--- src/rtl/seq_alu.sv ---
// seq_alu: handshaked ALU; most ops finish in one cycle, MUL/DIV iterate for W cycles.
// The result is presented only in DONE, so no partial value is ever visible.
module seq_alu #(
  parameter int W = 8
) (
  input  logic           clk,
  input  logic           rst_n,
  input  logic           i_in_valid,
  output logic           o_in_ready,
  input  logic [W-1:0]   i_a,
  input  logic [W-1:0]   i_b,
  input  logic [3:0]     i_op,
  output logic           o_out_valid,
  input  logic           i_out_ready,
  output logic [2*W-1:0] o_result,
  output logic           o_carry,
  output logic           o_zero,
  output logic           o_dbz
);
  typedef enum logic [1:0] {IDLE, BUSY, DONE} state_t;
  localparam logic [3:0] OP_MUL = 4'h2;
  localparam logic [3:0] OP_DIV = 4'h3;
  state_t r_state, w_next;
  logic [W-1:0] r_a, r_b, r_hi, r_lo, w_lo;
  logic [W:0] w_sum, w_rem, w_diff;
  logic [5:0] r_cnt;
  logic r_div, r_carry, r_dbz, w_carry, w_acc, w_long, w_last, w_ge;
  assign w_long = (i_op == OP_MUL) || (i_op == OP_DIV);
  assign w_last = (r_cnt == 6'(W-1));
  always_ff @(posedge clk or negedge rst_n)
    if (!rst_n) r_state <= IDLE;
    else r_state <= w_next;
  always_comb begin
    o_in_ready = (r_state == IDLE);
    o_out_valid = (r_state == DONE);
    w_acc = i_in_valid && o_in_ready;
    w_next = r_state;
    case (r_state)
      IDLE: w_next = w_acc ? (w_long ? BUSY : DONE) : IDLE;
      BUSY: w_next = w_last ? DONE : BUSY;
      DONE: w_next = i_out_ready ? IDLE : DONE;
      default: w_next = IDLE;
    endcase
  end
  // Single-cycle results; for MUL/DIV this seeds the low half of the iteration register.
  always_comb begin
    w_lo = '0;
    w_carry = 1'b0;
    case (i_op)
      4'h0: {w_carry, w_lo} = {1'b0, i_a} + {1'b0, i_b};
      4'h1: begin w_lo = i_a - i_b; w_carry = i_a < i_b; end
      4'h2: w_lo = i_b;
      4'h3: w_lo = i_a;
      4'h4: {w_carry, w_lo} = {i_a, 1'b0};
      4'h5: {w_lo, w_carry} = {1'b0, i_a};
      4'h6: w_lo = {i_a[W-2:0], i_a[W-1]};
      4'h7: w_lo = {i_a[0], i_a[W-1:1]};
      4'h8: w_lo = i_a & i_b;
      4'h9: w_lo = i_a | i_b;
      4'hA: w_lo = i_a ^ i_b;
      4'hB: w_lo = ~(i_a | i_b);
      4'hC: w_lo = ~(i_a & i_b);
      4'hD: w_lo = ~(i_a ^ i_b);
      4'hE: w_lo = W'(i_a > i_b);
      4'hF: w_lo = W'(i_a == i_b);
    endcase
  end
  // {r_hi, r_lo}: partial product / multiplier for MUL, remainder / quotient for DIV.
  assign w_sum = {1'b0, r_hi} + (r_lo[0] ? {1'b0, r_a} : '0);
  assign w_rem = {r_hi, r_lo[W-1]};
  assign w_diff = w_rem - {1'b0, r_b};
  assign w_ge = !w_diff[W];
  always_ff @(posedge clk or negedge rst_n)
    if (!rst_n) begin
      r_a <= '0;
      r_b <= '0;
      r_hi <= '0;
      r_lo <= '0;
      r_cnt <= '0;
      r_div <= 1'b0;
      r_carry <= 1'b0;
      r_dbz <= 1'b0;
    end else if (w_acc) begin
      r_a <= i_a;
      r_b <= i_b;
      r_hi <= '0;
      r_lo <= w_lo;
      r_cnt <= '0;
      r_div <= (i_op == OP_DIV);
      r_carry <= w_carry;
      r_dbz <= (i_op == OP_DIV) && (i_b == '0);
    end else if (r_state == BUSY) begin
      r_cnt <= r_cnt + 6'd1;
      r_hi <= r_div ? (w_ge ? w_diff[W-1:0] : w_rem[W-1:0]) : w_sum[W:1];
      r_lo <= r_div ? {r_lo[W-2:0], w_ge} : {w_sum[0], r_lo[W-1:1]};
    end
  assign o_result = o_out_valid ? {r_hi, r_lo} : '0;
  assign o_carry = o_out_valid && r_carry;
  assign o_dbz = o_out_valid && r_dbz;
  assign o_zero = ~|o_result;
endmodule

--- config.mk ---
export PLATFORM = sky130hd
export DESIGN_NAME = seq_alu
export DESIGN_NICKNAME = d
export VERILOG_FILES = /design/src/rtl/seq_alu.sv
export SDC_FILE = /design/constraint.sdc
export NUM_CORES = 1
export LEC_CHECK = 0
export ABC_AREA = 1
export BUFFER_PORTS_ARGS = -buffer_cell sky130_fd_sc_hd__buf_2
export CAP_MARGIN = 40
export CORE_ASPECT_RATIO = 0.5
export CORE_UTILIZATION = 60
export CTS_BUF_LIST = sky130_fd_sc_hd__clkbuf_4
export DETAILED_ROUTE_END_ITERATION = 8
export HOLD_SLACK_MARGIN = 0.12
export PLACE_DENSITY = 0.9
export REMOVE_ABC_BUFFERS = 1
export SETUP_SLACK_MARGIN = 0.15
export SLEW_MARGIN = 20
export SYNTH_ARGS = -nofsm -noshare
export SYNTH_HDL_FRONTEND = slang
export SYNTH_SLANG_ARGS = --single-unit
--- constraint.sdc ---
create_clock -name clk -period 3.25 [get_ports clk]
set_input_delay 0.65 -clock clk [delete_from_list [all_inputs] [get_ports clk]]
set_output_delay 0.65 -clock clk [all_outputs]
set_load 0.02 [all_outputs]
==> results.json <==
{
  "grt_pass1_vias": 4836,
  "fin_ws_ns": 0.2254,
  "die_area_mm2": 0.008163,
  "wirelength_um": 14490,
  "p_leak_nw": 2.864,
  "wl_per_cell_um": 16.15,
  "drt_iter0_markers": 744,
  "max_cap_violations": 0,
  "dr_total_vias": 5279,
  "worstSetupPathType": "register to output pin",
  "finalSetupViolCount": 0,
  "drt-pass1-iter-count": 5,
  "cts.root.buffer_cell": "clkbuf_4",
  "worst_hold_slack_ns": 0.2412,
  "async_flop_share_pct": 100.0,
  "htreeDepth": 2,
  "synthDistinctLibCells": 42,
  "ys_warn_count": 0,
  "crit_required_ns": 2.60,
  "antenna_found_initial": 0,
  "final_cell_area_mm2": 0.005035,
  "fmaxAchievable_ghz": 0.3306,
  "yosys_most_used_dff": "dfrtp_1",
  "grt_max_degree": 41,
  "cts.clk_slew.worst_paths_ns": 0.14,
  "status": "finished, final reports clean",
  "cts_tree": "yes",
  "layout_common_cells": "nand2_1, inv_1, nor2_1",
  "cp-end-kind": "output pin",
  "skew_ns": 0.01729,
  "gp_congestion": 0.9996,
  "syn_area_mm2": 0.004671,
  "avgSynthCellArea_um2": 6.114,
  "synth_area_leader_cell": "dfrtp_1",
  "worst_slew_pin_slew_ns": 0.8114,
  "grt_usage_pct": 36.59,
  "syn_inst": 764,
  "clkLatencyLatePin_ns": 0.36,
  "ys_seq_area_share_pct": 23.04,
  "synth_top_cells_by_area": "dfrtp_1, nand2_1, ha_1, inv_1, nand3_1",
  "hpwl_um": 11150,
  "min_path_type": "primary input to async pin",
  "rsz0062_at_grt": "no",
  "cts.sinks": 43,
  "drive_gt1_share_pct": 8.365,
  "p_per_area_mw_per_mm2": 514.3,
  "core_area_mm2": 0.007432,
  "period_needed_ns": 3.025,
  "rows": 22,
  "period_share_pct": 93.07,
  "vias_per_cell": 5.885,
  "synth_top_area_share_pct": 23.04,
  "finalSetupTns_ns": 0,
  "cts_setup_buffers": 0,
  "die_w_um": 126.8,
  "worstSetupStartpointType": "register",
  "placed_area_mm2": 0.004982,
  "finalHoldViolations": 0,
  "die_y_um": 64.39,
  "clock_path_buffers": 2,
  "layout_commonest_cell": "nand2_1",
  "synth_edf_count": 0,
  "crit_path_max_fanout": 13,
  "fin_util_pct": 67.74,
  "hold_buffers": 0,
  "place_ws_ns": 0.7207,
  "grt_pass1_wl_um": 23300,
  "n_fill_cell": 680,
  "antenna_left": 0,
  "synth-seq-cells": 43,
  "nets": 869,
  "drv_slew": 0,
  "cts_resized": 0,
  "gr-total-overflow": 0,
  "area_growth_pct": 7.795,
  "vdd_ir_drop_max_v": 0.0002306,
  "ios": 45,
  "start_util_pct": 62.85,
  "drcViolationCount": 0,
  "diodes": 0,
  "arrival_ns": 2.37,
  "slew_headroom_pct": 45.85,
  "io_buffer_count": 44,
  "cts_made_buffers": 5
}
==> per-stage QoR <==
step,total power (W),std cells
final,0.002589,897
after global routing,0.002798,897
after CTS,0.002548,897
after detailed placement,0.002294,889
after global placement,0.002255,888
after floorplan,0.001857,744
==> logic make-up (layout without fill, tap and decap cells) <==
group,Yosys count,after routing,synth area share (%)
AND/OR/NAND/NOR,410,410,36.99
AO/OA/AOI/OAI,112,112,13.42
flip-flops,43,43,23.04
multiplexers,1,1,0.2411
adder cells (fa/ha/maj),45,45,12.70
XOR/XNOR,10,10,1.875
buffers and inverters,143,180,11.73
==> flip-flops by register name (all words and copies together) (netlist names) <==
register and count:
r_div 1, r_carry 1, r_lo 8, r_b 8, r_hi 8, r_cnt 6
r_state 2, r_a 8, r_dbz 1
==> final timing paths <==
kind                       cells after the start        to  slack, ns        from
setup / recovery                               7    o_zero       0.23  r_state[0]
hold / removal                                 1  r_cnt[2]       0.24       rst_n
setup reg to reg                              13   r_hi[7]       0.76     r_lo[7]
hold reg to reg                                2    r_a[1]       0.51      r_a[1]
max in group asynchronous                      2   r_lo[0]       2.50       rst_n
min in group clk                               2    r_a[1]       0.51      r_a[1]
==> layer usage <==
metal	vias up	share of wire (%)	global-route usage, %
met5	-	0	0
met4	0	2.0	10.71
met3	36	11	4.606
met2	350	44	61.60
met1	2362	43	49.61
li1	2531	-	-
==> layout make-up <==
cell class | instances | area, um^2 | area share (%)
repair buffers | 49 | 277.8 | 5.517
flip-flops and latches | 43 | 1076 | 21.37
multi-input cells | 578 | 3047 | 60.51
well taps | 96 | 120.1 | 2.386
clock inverters | 3 | 15.01 | 0.2982
clock buffers | 5 | 37.54 | 0.7455
inverters | 123 | 461.7 | 9.170
==> power breakdown <==
| part | total [W] | switching [W] | internal [W] |
|---|---|---|---|
| Sequential | 0.000830 | 0.000141 | 0.000689 |
| Clock | 0.000260 | 0.000179 | 0.0000809 |
| Combinational | 0.00150 | 0.000995 | 0.000504 |
| Total | 0.00259 | 0.00132 | 0.00127 |
==> Yosys cell counts, drive strengths merged (2+ instances only) <==
library cell,number
nor3,6
nor2,78
o22ai,5
nand3,72
dfrtp,43
a21boi,2
fa,4
nand3b,2
buf,8
inv,123
a21oi,30
o21ai,56
o211ai,5
nand4,19
ha,41
nor4,4
a21o,2
nand2,227
a31oi,4
xor2,6
xnor2,4
clkbuf,12
==> critical path: stages (launching register included) <==
cell and delay, ns:
dfrtp_1 0.38, inv_1 0.05, nand2_1 0.41, nor2_1 0.13
nor4_1 0.47, nand2_1 0.18, nor4_1 0.19, buf_2 0.21
Power figures use the tool's default switching activity.
